## src/rtl/cirno_seq_pkg.sv

```systemverilog
// rtl/cirno_seq_pkg.sv - shared types, phase-bit layout and default phase table for the cirno sequencer
package cirno_seq_pkg;

    typedef enum logic [3:0] {
        S_IDLE,
        S_FETCH,
        S_DECODE,
        S_SEL,
        S_OF,
        S_ALU,
        S_MEM,
        S_RS,
        S_HALTED,
        S_FAULT
    } seq_state_t;

    localparam int PH_OF    = 0;
    localparam int PH_ALU   = 1;
    localparam int PH_WM    = 2;
    localparam int PH_RM    = 3;
    localparam int PH_RS    = 4;
    localparam int PH_VALID = 5;
    localparam int PHASE_W  = 6;

    // Index = instruction type; bits {VALID, RS, RM, WM, ALU, OF}.
    localparam logic [PHASE_W-1:0] DEFAULT_PHASE_MAP [8] = '{
        6'b000000,  // 0: invalid
        6'b110011,  // 1: OF ALU RS
        6'b100000,  // 2: no phases
        6'b110000,  // 3: RS
        6'b100001,  // 4: OF
        6'b100101,  // 5: OF WM
        6'b111001,  // 6: OF RM RS
        6'b000000   // 7: invalid
    };

    // First enabled phase strictly after cur in the fixed order OF, ALU, MEM, RS.
    function automatic seq_state_t next_phase(input logic [PHASE_W-1:0] mask,
                                              input seq_state_t cur);
        logic after_sel;
        logic after_of;
        logic after_alu;
        logic after_mem;
        after_sel = (cur == S_SEL);
        after_of  = after_sel || (cur == S_OF);
        after_alu = after_of  || (cur == S_ALU);
        after_mem = after_alu || (cur == S_MEM);
        if (after_sel && mask[PH_OF])                   return S_OF;
        if (after_of  && mask[PH_ALU])                  return S_ALU;
        if (after_alu && (mask[PH_WM] || mask[PH_RM]))  return S_MEM;
        if (after_mem && mask[PH_RS])                   return S_RS;
        return S_FETCH;
    endfunction

endpackage

```

## src/rtl/cirno_seq_timeout.sv

```systemverilog
// rtl/cirno_seq_timeout.sv - memory-wait counter with clear, enable and expired flag
module cirno_seq_timeout #(
    parameter int MEM_TIMEOUT = 15
) (
    input  logic clk,
    input  logic init_n,
    input  logic clr_i,
    input  logic en_i,
    output logic expired_o
);

    localparam int CW = (MEM_TIMEOUT > 1) ? $clog2(MEM_TIMEOUT) : 1;

    logic [CW-1:0] cnt_q;
    logic [CW-1:0] cnt_d;

    // Expiry fires on the wait cycle that would bring the count to MEM_TIMEOUT.
    assign expired_o = (MEM_TIMEOUT != 0) && en_i && (cnt_q == CW'(MEM_TIMEOUT - 1));

    always_comb begin
        cnt_d = cnt_q;
        if (clr_i) begin
            cnt_d = '0;
        end else if (en_i && !expired_o) begin
            cnt_d = cnt_q + CW'(1);
        end
    end

    always_ff @(posedge clk or negedge init_n) begin
        if (!init_n) begin
            cnt_q <= '0;
        end else begin
            cnt_q <= cnt_d;
        end
    end

endmodule

```

## src/rtl/cirno_sequencer.sv

```systemverilog
// rtl/cirno_sequencer.sv - table-driven multicycle control sequencer for the cirno core
module cirno_sequencer
    import cirno_seq_pkg::*;
#(
    parameter int NUM_TYPES = 8,
    parameter logic [PHASE_W-1:0] PHASE_MAP [NUM_TYPES] = cirno_seq_pkg::DEFAULT_PHASE_MAP,
    parameter int MEM_TIMEOUT = 15,
    parameter int CNT_W = 16,
    localparam int TYPE_W = (NUM_TYPES > 1) ? $clog2(NUM_TYPES) : 1
) (
    input  logic              clk,
    input  logic              init_n,
    input  logic              start,
    input  logic [TYPE_W-1:0] inst_type,
    input  logic              halt_req,
    input  logic              mem_ready,
    output logic              fetch_en,
    output logic              decode_en,
    output logic              opfetch_en,
    output logic              alu_en,
    output logic              mem_r_en,
    output logic              mem_w_en,
    output logic              reg_w_en,
    output logic              reg_mem_w_en,
    output logic              busy,
    output logic              done,
    output logic              fault,
    output logic [CNT_W-1:0]  retired
);

    seq_state_t         state_q, state_d;
    logic [PHASE_W-1:0] cur_mask_q, cur_mask_d;
    logic [CNT_W-1:0]   retired_q, retired_d;
    logic [PHASE_W-1:0] sel_mask;
    logic               retire;
    logic               in_mem;
    logic               tmo_expired;

    // Types at or beyond NUM_TYPES match no entry and read as invalid.
    always_comb begin
        sel_mask = '0;
        for (int i = 0; i < NUM_TYPES; i++) begin
            if (inst_type == TYPE_W'(i)) begin
                sel_mask = PHASE_MAP[i];
            end
        end
    end

    assign in_mem = (state_q == S_MEM);

    cirno_seq_timeout #(
        .MEM_TIMEOUT (MEM_TIMEOUT)
    ) u_timeout (
        .clk       (clk),
        .init_n    (init_n),
        .clr_i     (!in_mem),
        .en_i      (in_mem && !mem_ready),
        .expired_o (tmo_expired)
    );

    always_comb begin
        state_d    = state_q;
        cur_mask_d = cur_mask_q;
        retire     = 1'b0;
        unique case (state_q)
            S_IDLE, S_HALTED, S_FAULT: begin
                if (start) state_d = S_FETCH;
            end
            S_FETCH:  state_d = S_DECODE;
            S_DECODE: state_d = S_SEL;
            S_SEL: begin
                cur_mask_d = sel_mask;
                if (halt_req) begin
                    state_d = S_HALTED;
                end else if (!sel_mask[PH_VALID] || (sel_mask[PH_WM] && sel_mask[PH_RM])) begin
                    state_d = S_FAULT;
                end else begin
                    state_d = next_phase(sel_mask, S_SEL);
                    retire  = (state_d == S_FETCH);
                end
            end
            S_MEM: begin
                if (mem_ready) begin
                    state_d = next_phase(cur_mask_q, S_MEM);
                    retire  = (state_d == S_FETCH);
                end else if (tmo_expired) begin
                    state_d = S_FAULT;
                end
            end
            S_OF, S_ALU, S_RS: begin
                state_d = next_phase(cur_mask_q, state_q);
                retire  = (state_d == S_FETCH);
            end
            default: state_d = S_IDLE;
        endcase
    end

    assign retired_d = retire ? retired_q + CNT_W'(1) : retired_q;

    always_ff @(posedge clk or negedge init_n) begin
        if (!init_n) begin
            state_q    <= S_IDLE;
            cur_mask_q <= '0;
            retired_q  <= '0;
        end else begin
            state_q    <= state_d;
            cur_mask_q <= cur_mask_d;
            retired_q  <= retired_d;
        end
    end

    // Outputs decode only registered state, so they go low the moment reset hits.
    assign fetch_en     = (state_q == S_FETCH);
    assign decode_en    = (state_q == S_DECODE);
    assign opfetch_en   = (state_q == S_OF);
    assign alu_en       = (state_q == S_ALU);
    assign mem_r_en     = in_mem && cur_mask_q[PH_RM];
    assign mem_w_en     = in_mem && cur_mask_q[PH_WM];
    assign reg_w_en     = (state_q == S_RS) && !cur_mask_q[PH_RM];
    assign reg_mem_w_en = (state_q == S_RS) && cur_mask_q[PH_RM];
    assign busy         = !((state_q == S_IDLE) || (state_q == S_HALTED) || (state_q == S_FAULT));
    assign done         = (state_q == S_HALTED) || (state_q == S_FAULT);
    assign fault        = (state_q == S_FAULT);
    assign retired      = retired_q;

endmodule

```

## config.mk

```make
export PLATFORM = sky130hd
export DESIGN_NAME = cirno_sequencer
export DESIGN_NICKNAME = d
export VERILOG_FILES = /design/src/rtl/cirno_seq_pkg.sv /design/src/rtl/cirno_seq_timeout.sv /design/src/rtl/cirno_sequencer.sv
export SDC_FILE = /design/constraint.sdc
export NUM_CORES = 1
export LEC_CHECK = 0
export BUFFER_PORTS_ARGS = -buffer_cell sky130_fd_sc_hd__buf_2
export CORE_MARGIN = 2
export CORE_UTILIZATION = 52
export CTS_CLUSTER_SIZE = 12
export DETAILED_ROUTE_END_ITERATION = 8
export PLACE_DENSITY = 0.77
export SLEW_MARGIN = 30
export SYNTH_ARGS = -nofsm -noshare
export SYNTH_HDL_FRONTEND = slang
export SYNTH_SLANG_ARGS = --single-unit
```

## constraint.sdc

```tcl
create_clock -name clk -period 2.6 [get_ports clk]
set_clock_uncertainty 0.15 [all_clocks]
set_input_delay 0.52 -clock clk [delete_from_list [all_inputs] [get_ports clk]]
set_output_delay 0.52 -clock clk [all_outputs]
set_load 0.02 [all_outputs]
```

==> results of run 1 <==
==> final cells by class <==
| class | instances | area, sq um | share of cell area [%] |
|---|---|---|---|
| multi-input combinational | 131 | 846 | 46.0 |
| sequential | 28 | 702 | 38.1 |
| timing repair buffer | 36 | 185 | 10.1 |
| tap | 33 | 41.3 | 2.24 |
| clock buffer | 4 | 36.3 | 1.97 |
| inverter | 8 | 30.0 | 1.63 |
==> power groups by stage <==
stage / clock (uW) / sequential, uW / combinational [uW]
after CTS: 222 / 677 / 664
after global routing: 236 / 704 / 748
final: 213 / 686 / 665
after global placement: 0 / 676 / 644
after detailed placement: 0 / 686 / 661
after floorplan: 0 / 633 / 534
==> Yosys cell counts, drive strengths merged, types with 3 or more instances <==
cell type / count / area, sq um
dfrtp: 28 / 701
nand2: 21 / 78.8
nor2: 19 / 71.3
xnor2: 16 / 140
inv: 8 / 30.0
nand3: 8 / 40.0
a21oi: 6 / 30.0
clkbuf: 6 / 33.8
o21ai: 6 / 30.0
a31oi: 5 / 31.3
nand4: 5 / 46.3
nor2b: 4 / 25.0
nor3b: 4 / 30.0
and2: 3 / 18.8
and3: 3 / 20.0
ha: 3 / 37.5
nor3: 3 / 15.0
==> placed cells by master (no fill, tap or decap), types with 2 or more instances in the layout <==
cell	n
buf_2	34
dfrtp_1	27
nand2_1	21
nor2_1	19
xnor2_1	16
inv_1	8
nand3_1	8
a21oi_1	6
o21ai_0	6
a31oi_1	5
nor3b_1	4
nand4_1	4
nor3_1	3
and2_1	3
nor2b_1	3
ha_1	3
clkbuf_4	3
nor4b_1	2
and3_1	2
xor2_1	2
buf_4	2
==> cells by family (layout without fill, tap and decap cells) <==
kind of cell | Yosys count | in the layout | share of synthesized area [%]
AOI/OAI and AO/OA | 27 | 27 | 11.4
xor gates and xnor gates | 18 | 18 | 9.74
adders and majority gates | 3 | 3 | 2.32
buffers and inverters | 16 | 48 | 4.56
DFF | 28 | 28 | 43.3
muxes | 2 | 2 | 1.31
and+or+nand+nor | 81 | 81 | 27.4
==> per-stage QoR <==
| stage | hold WS [ps] | instance area, sq um | total power (uW) | setup slack, ps |
|---|---|---|---|---|
| after floorplan | 74.4 | 1620 | 1170 | 424 |
| after global placement | 308 | 1800 | 1320 | 469 |
| after detailed placement | 313 | 1800 | 1350 | 330 |
| after CTS | 52.0 | 1840 | 1560 | 33.0 |
| after global routing | 72.4 | 1840 | 1690 | 28.9 |
| final | 29.1 | 1840 | 1560 | 157 |
==> state kept, by name (all words and copies together), names as in the netlist <==
name	flops
retired	16
u_timeout.cnt_q	4
state_q	4
cur_mask_q	4
==> routing by layer <==
layer / vias to the layer above / GRT usage, % / wire (microns)
li1: 671 / - / -
met1: 659 / 27.2 / 1530
met2: 39 / 33.9 / 1640
met3: 8 / 2.81 / 150
met4: 0 / 6.98 / 69
met5: - / 0 / 0
==> worst paths after layout <==
path,slack [ps],end,depth (start not counted),start
min reg2reg,330,retired[15]$_DFFE_PN0P_,1,retired[15]$_DFFE_PN0P_
min in group clk,240,state_q[3]$_DFFE_PN0P_,2,start
min,30,retired[2]$_DFFE_PN0P_,1,init_n
max reg2reg,260,retired[12]$_DFFE_PN0P_,6,state_q[1]$_DFFE_PN0P_
max in group asynchronous,1830,state_q[2]$_DFFE_PN0P_,1,init_n
max,160,mem_r_en,5,state_q[3]$_DFFE_PN0P_
==> critical path, cell delays in order, from the launching register on <==
cell,delay [ps]
dfrtp_1,520
nor2b_2,230
nand2_1,150
nor2_1,230
and2_1,160
buf_2,150
==> repair_timing <==
action / CTS / global route
hold endpoints to repair: 0 / 0
gates resized for setup: 0 / 2
setup endpoints to repair: 0 / 3
==> reports/qor.yml, run 1 <==
status: "complete, no violations"
cap_violations: 0
ys_seq_elements: 28
min_period_ps: 2440
cts.sinks: 28
postLayoutCoreUtil_pct: 61.3
start_kind: "flop"
intPower_uw: 885
start_util_pct: 53.9
instances_no_fill: 240
die_h_microns: 59.8
grt_max_degree: 29
netSwitchingFraction_pct: 43.5
tns_ps: 0
crit_arrival_ps: 1770
grtUsageTotal_pct: 20.4
dieArea_sq_um: 3570
place.gp.congestion: 0.834
required_ps: 1930
n_antenna_cell: 0
rows: 20
hold_buffers: 0
area_growth_pct: 13.8
p_leak_uw: 0.000866
max_clock_freq_mhz: 409
htree_num_levels: 1
ir_drop_uv: 347
dr.first_iter.drc_count: 84
clkPwrFrac_pct: 13.6
async_flop_share_pct: 100
drc: 0
grt_pass1_vias: 1260
hold_class: "primary input to asynchronous set/reset pin"
dp_hpwl_microns: 2520
yosysUniqueCellTypes: 45
seq_power_share_pct: 43.9
synth_nets: 186
grt-ovfl-total: 0
clock_latency_ps: 330
path_max_fanout: 10
netlist_instances: 175
cts_buffers: 3
synth_edf_count: 0
pin_count: 35
vias: 1377
rsz0062_at_grt: "false"
p_switching_uw: 680
yosysSeqAreaShare_pct: 43.3
power_per_cell_area_nw_per_um2: 850
clockBufferDepth: 2
end_kind: "output pin"
syn_area_sq_um: 1620
path_clk_slew_ps: 150
die_x_microns: 59.8
nets: 219
via_per_inst: 5.74
syn_avg_cell_area_sq_um: 9.24
postRouteAntennaNets: 0
clock-root-buffer: "clkbuf_4"
fill_cells: 268
routedWlPerCell_microns: 14.2
worstSetupPathType: "flop to output pin"
port_buffers: 34
tightestPinTransition_ps: 619
wirelength_microns: 3400
drv_slew: 0
relSlewSlack_pct: 58.7
antenna_found_initial: 0
yosys_warnings: 0
setup_viol: 0
period_share_pct: 94.0
grt_first_pass_wirelength_microns: 5660
synth-main-ff-cell: "dfrtp_1"
power.share.combinational_pct: 42.5
core_area_sq_um: 3000
finalHoldViolCount: 0
postCtsSetupRepairBufs: 0
dp_cells: 236
drive_gt1_share_pct: 23.7
cts_tree: "built"
first_pass_iters: 4
No activity file was read; power rests on OpenSTA's default activity.
==> run 2: changes to the inputs <==
--- a/config.mk
+++ b/config.mk
@@ -11,6 +11,7 @@
 export CTS_CLUSTER_SIZE = 12
 export DETAILED_ROUTE_END_ITERATION = 8
 export PLACE_DENSITY = 0.77
+export RECOVER_POWER = 25
 export SLEW_MARGIN = 30
 export SYNTH_ARGS = -nofsm -noshare
 export SYNTH_HDL_FRONTEND = slang
==> run 2 against run 1 <==
Against the previous run: core utilization is essentially flat; fmax is essentially flat; power about the same; worst setup slack better by 1.6 ps; non-clock buffer count unchanged; sequential share of layout area hardly changed.
==> reports/qor.yml, run 2 (synthesis gave the netlist of run 1 again) <==
drc: 0  # unchanged
setup_viol: 0  # unchanged
postPlaceCellArea_sq_um: 1800  # unchanged
met3_usage_pct: 2.81  # unchanged
hold_class: "primary input to flop"
worst_slack_ps: 159  # +1.61 ps
instances_no_fill: 240  # unchanged
r2r_cells: 6  # unchanged
postRouteAntennaNets: 0  # unchanged
wirelength_microns: 3390  # -0.18%
dp_slack_ps: 330  # unchanged
vias: 1382  # +0.36%
ir_drop_uv: 347  # about the same
hold_buffers: 0  # unchanged
antenna_found_initial: 0  # unchanged
tightestPinTransition_ps: 1480  # +860 ps
largest_reg_flops: 16  # unchanged
finalHoldViolCount: 0  # unchanged
dieArea_sq_um: 3570  # unchanged
drive_gt1_share_pct: 23.2  # -0.48 points
start_util_pct: 53.9  # unchanged
crit_arrival_ps: 1770  # about the same
clockBufferDepth: 2  # unchanged
core_area_sq_um: 3000  # unchanged
period_share_pct: 93.9  # about the same
tns_ps: 0  # unchanged
die_x_microns: 59.8  # unchanged
cts.sinks: 28  # unchanged
n_antenna_cell: 0  # unchanged
final_common_cell: "buf_2"
relSlewSlack_pct: 1.36  # -57 points
grtUsageTotal_pct: 20.4  # unchanged
multi_input_area_sq_um: 846  # unchanged
crit_path_max_incr_delay_ps: 520  # about the same
final_area_sq_um: 1840  # about the same
power_per_cell_area_nw_per_um2: 851  # about the same
cts_buffers: 3  # unchanged
area_growth_pct: 13.7  # about the same
path_clk_slew_ps: 150  # about the same
fill_cells: 269  # +0.37%
path_max_fanout: 10  # unchanged
end_kind: "output pin"
port_buffers: 34  # unchanged
cts_tree: "built"
place.gp.congestion: 0.834  # unchanged
hold_depth: 2
grt_use_met2_pct: 33.9  # unchanged
drv_slew: 0  # unchanged
status: "complete, no violations"
via_per_inst: 5.76  # +0.36%
rows: 20  # unchanged
r2r_start: "state_q[1]$_DFFE_PN0P_"
cap_violations: 0  # unchanged
worstSetupPathType: "flop to output pin"
worstPathCellList: "nor2b_2 -> nand2_1 -> nor2_1 -> and2_1 -> buf_2"
mostFrequentLayoutCells: "33 x buf_2, 27 x dfrtp_1, 21 x nand2_1, 19 x nor2_1, 16 x xnor2_1"
grt_pass1_vias: 1260  # unchanged
dr.first_iter.drc_count: 84  # unchanged
rsz0062_at_grt: "false"
grt_max_degree: 29  # unchanged
htree_num_levels: 1  # unchanged
dp_cells: 236  # unchanged
clock-root-buffer: "clkbuf_4"
grt-ovfl-total: 0  # unchanged
p_leak_uw: 0.000863  # -0.32%
dp_hpwl_microns: 2520  # unchanged
required_ps: 1930  # about the same
cp-startpoint: "state_q[3]$_DFFE_PN0P_"
min-delay-start: "start"
max_clock_freq_mhz: 410  # about the same
slowest_stage: "dfrtp_1"
r2r-end: "retired[12]$_DFFE_PN0P_"
regArea_sq_um: 702  # unchanged
grt-busiest-layer: "met2"
rrSetupSlack_ps: 270  # about the same
pin_count: 35  # unchanged
grt_first_pass_wirelength_microns: 5660  # unchanged
die_h_microns: 59.8  # unchanged
min_period_ps: 2440  # -1.61 ps
nets: 219  # unchanged
start_kind: "flop"
grt_util_met1_pct: 27.2  # unchanged
whs_endpoint: "state_q[3]$_DFFE_PN0P_"
first_pass_iters: 4  # unchanged
routedWlPerCell_microns: 14.1  # -0.18%
clock_latency_ps: 330  # about the same
run 2: changes by cell type in the layout (fill, tap and decap cells not counted), sizes merged:
cell / delta
clkbuf: +1
buf: -1
run 2: critical path, delay by kind of cell (launching register included):
family | cells | cell delay, ps
and+or+nand+nor | 4 | 770
DFF | 1 | 520
buffers and inverters | 1 | 150
run 2: what timing repair did:
item | 4_1_cts | 5_1_grt
setup endpoints to repair | 0 | 3
setup buffers | 0 | 0
gates resized for setup | 0 | 2
run 2: worst max-delay path by stage:
stage                                         end  slack, ps  cells after the start
after floorplan           retired[12]$_DFFE_PN0P_        420                      6
after global placement    retired[15]$_DFFE_PN0P_        470                      6
after detailed placement  retired[12]$_DFFE_PN0P_        330                      6
after CTS                                mem_w_en         30                      5
after global routing                     mem_w_en         30                      5
final                                    mem_r_en        160                      5
run 2: through the flow:
stage	hold slack (ps)	utilization, %	total power (uW)
5_1_grt	232	61.3	1690
6_report	239	61.3	1560
3_3_place_gp	308	60.0	1320
3_5_place_dp	313	60.0	1350
2_1_floorplan	74.4	-	1170
4_1_cts	52.0	61.2	1560
run 2: final cells by class:
cell class,instances,share of cell area [%]
Tap cell,33,2.24
Timing Repair Buffer,36,10.0
Inverter,8,1.63
Multi-Input combinational cell,131,46.0
Sequential cell,28,38.2
Clock buffer,4,1.97
run 2: report_power, final:
part	internal, uW	switching, uW
Combinational	275	390
Sequential	524	162
Clock	85.7	128
Total	885	680
run 2: routing by layer:
metal  up-vias  wire length [microns]  share of wire (%)
met4         0                     69                2.0
met3         8                    176                5.2
met2        47                   1640                 48
li1        671                      -                  -
met1       656                   1500                 44
met5         -                      0                  0
==> run 3: changes to the inputs <==
--- a/config.mk
+++ b/config.mk
@@ -10,9 +10,10 @@
 export CORE_UTILIZATION = 52
 export CTS_CLUSTER_SIZE = 12
 export DETAILED_ROUTE_END_ITERATION = 8
-export PLACE_DENSITY = 0.77
+export PLACE_DENSITY = 0.76
 export RECOVER_POWER = 25
 export SLEW_MARGIN = 30
 export SYNTH_ARGS = -nofsm -noshare
 export SYNTH_HDL_FRONTEND = slang
+export SYNTH_HIERARCHICAL = 1
 export SYNTH_SLANG_ARGS = --single-unit
==> run 3 against run 2 <==
Against the previous run: the flow now finishes with violations (capacitance limit, slew limit); count of clock-buffer cells in the layout up 3; fmax rose by 4.6%; worst hold slack gained 29 ps; flip-flop and latch count grew 1; sequential power decreased by 3.5%; core utilization grew 0.84 points; final area grew 12%; synthesized area is 9.4% higher; critical path depth stayed put; via count rose by 7.0%; register-to-register slack gained 40 ps.
==> reports/qor.yml, run 3 <==
start_kind: "flop"
dr.first_iter.drc_count: 70  # -17%
clock_latency_ps: 330  # about the same
clock-root-buffer: "clkbuf_4"
async_flop_share_pct: 100  # unchanged
rows: 21  # +5.0%
worst_slack_ps: 266  # +107 ps
dieArea_sq_um: 3890  # +8.7%
synth_nets: 200  # +7.5%
yosysMostFrequentCell: "dfrtp_1"
power_per_cell_area_nw_per_um2: 928  # +9.1%
end_kind: "output pin"
status: "finished with violations"
cp_top_family: "simple AND/OR/NAND/NOR gates"
start_util_pct: 53.4  # -0.44 points
core_area_sq_um: 3310  # +10%
grt_pass1_vias: 1433  # +14%
rsz0062_at_grt: "false"
vias: 1479  # +7.0%
rrSetupSlack_ps: 310  # +40 ps
die_h_microns: 62.3  # +4.3%
syn_area_sq_um: 1770  # +9.4%
largest_reg_flops: 16  # unchanged
yosys_warnings: 6  # +6
yosysSeqAreaShare_pct: 41.0  # -2.3 points
required_ps: 1930  # about the same
n_antenna_cell: 0  # unchanged
violations: "capacitance limit, slew limit"
ir_drop_uv: 458  # +32%
die_x_microns: 62.3  # +4.3%
yosys-top-cells-area: "dfrtp_1 41%, xnor2_1 6.9%, nand2_1 3.4%"
postRouteAntennaNets: 0  # unchanged
final_common_cell: "buf_2"
wirelength_microns: 3690  # +8.8%
grt_max_degree: 30  # +3.4%
grtUsageTotal_pct: 20.7  # +0.32 points
drive_gt1_share_pct: 24.3  # +1.1 points
slowest_stage: "dfrtp_1"
synthTopCellsByCount: "29 x dfrtp_1, 16 x nand2_1, 16 x nor2_1"
synth_edf_count: 0  # unchanged
synth_top_area_share_pct: 41.0  # -2.3 points
antenna_found_initial: 0  # unchanged
min_period_ps: 2330  # -107 ps
port_buffers: 34  # unchanged
path_clk_slew_ps: 90  # -60 ps
crit_path_max_incr_delay_ps: 440  # -80 ps
dp_hpwl_microns: 2710  # +7.6%
cts.sinks: 29  # +3.6%
pin_count: 35  # unchanged
netlist_instances: 189  # +8.0%
period_share_pct: 89.8  # -4.1 points
dp_slack_ps: 254  # -76.2 ps
crit_arrival_ps: 1660  # -110 ps
hold_class: "primary input to flop"
p_leak_uw: 0.000931  # +7.8%
drv_slew: 30  # +30
grt-ovfl-total: 0  # unchanged
postCtsSetupRepairBufs: 0  # unchanged
via_per_inst: 5.44  # -5.6%
clockBufferDepth: 2  # unchanged
area_growth_pct: 16.2
drc: 0  # unchanged
tns_ps: 0  # unchanged
path_max_fanout: 9  # -1
cpMostUsedCell: "nor2_1"
first_pass_iters: 4  # unchanged
syn_avg_cell_area_sq_um: 9.36  # +1.3%
htree_num_levels: 2  # +1
cts_buffers: 5  # +2
path_buf_inv: 2  # +1
finalHoldViolCount: 0  # unchanged
synth-main-ff-cell: "dfrtp_1"
tightestPinTransition_ps: 1530  # +53.3 ps
worstSetupPathType: "flop to output pin"
synth_area_leader_cell: "dfrtp_1"
grt_first_pass_wirelength_microns: 6400  # +13%
mostFrequentLayoutCells: "33 x buf_2, 28 x dfrtp_1, 16 x nor2_1, 16 x nand2_1, 14 x xnor2_1"
yosysUniqueCellTypes: 47  # +4.4%
max_clock_freq_mhz: 428  # +4.6%
setup_viol: 0  # unchanged
nets: 236  # +7.8%
worstPathCellList: "nand2b_1 -> nor2_1 -> inv_1 -> nor2_1 -> buf_2"
place.gp.congestion: 0.859  # +3.0%
cts_tree: "built"
routedWlPerCell_microns: 13.6  # -4.0%
ys_seq_elements: 29  # +3.6%
relSlewSlack_pct: -2.20  # -3.6 points
cap_violations: 1  # +1
run 3: cell type report:
cell class | instances | area [sq um]
Sequential cell | 29 | 727
Inverter | 8 | 30.0
Fill cell | 315 | 1250
Multi-Input combinational cell | 144 | 965
Clock inverter | 1 | 30.0
Tap cell | 46 | 57.6
Timing Repair Buffer | 37 | 191
Clock buffer | 7 | 55.1
run 3: timing repair:
action                     in CTS  in global routing
gates resized for setup         0                  1
hold endpoints to repair        0                  0
hold buffers                    0                  0
setup endpoints to repair       0                  2
run 3: cell families after synthesis:
| group | synth area share, % |
|---|---|
| flops | 41.0 |
| xor+xnor | 7.92 |
| buf+inv | 4.46 |
| fa+ha+maj | 2.12 |
| mux | 2.97 |
| simple gates | 27.9 |
| compound gates | 13.6 |
run 3: per-layer routing:
| layer | up-vias | track usage [%] | share of wire [%] |
|---|---|---|---|
| met5 | - | 0 | 0 |
| met4 | 0 | 5.83 | 1.2 |
| met3 | 6 | 6.34 | 4.9 |
| met2 | 36 | 35.7 | 48 |
| met1 | 689 | 25.2 | 46 |
| li1 | 748 | - | - |
run 3: metrics by stage:
| stage | std cells | hold WS [ps] | area (sq um) | utilization [%] | power [uW] |
|---|---|---|---|---|---|
| global route | 272 | 256 | 2060 | 62.1 | 2060 |
| finish | 272 | 268 | 2060 | 62.1 | 1910 |
| floorplan | 189 | 74.4 | 1770 | - | 1300 |
| CTS | 272 | 65.7 | 2060 | 62.1 | 1920 |
| global placement | 264 | 306 | 1970 | 59.5 | 1510 |
| detailed placement | 264 | 313 | 1970 | 59.5 | 1530 |
run 3: path summary, 6_finish.rpt:
kind | startpoint | to | depth (start not counted)
max reg2reg | state_q[2]$_DFFE_PN0P_ | state_q[3]$_DFFE_PN0P_ | 7
min reg2reg | retired[15]$_DFFE_PN0P_ | retired[15]$_DFFE_PN0P_ | 1
min | halt_req | state_q[2]$_DFFE_PN0P_ | 2
max | state_q[3]$_DFFE_PN0P_ | mem_r_en | 5
max in group asynchronous | init_n | state_q[2]$_DFFE_PN0P_ | 1
min in group asynchronous | init_n | retired[7]$_DFFE_PN0P_ | 1
run 3: where the power goes:
group          total (uW)  switching (uW)  internal (uW)  leakage, uW
Sequential            662             116            546     0.000382
Clock                 389             160            230    0.0000455
Combinational         857             530            327     0.000503
Total                1910             806           1100     0.000931
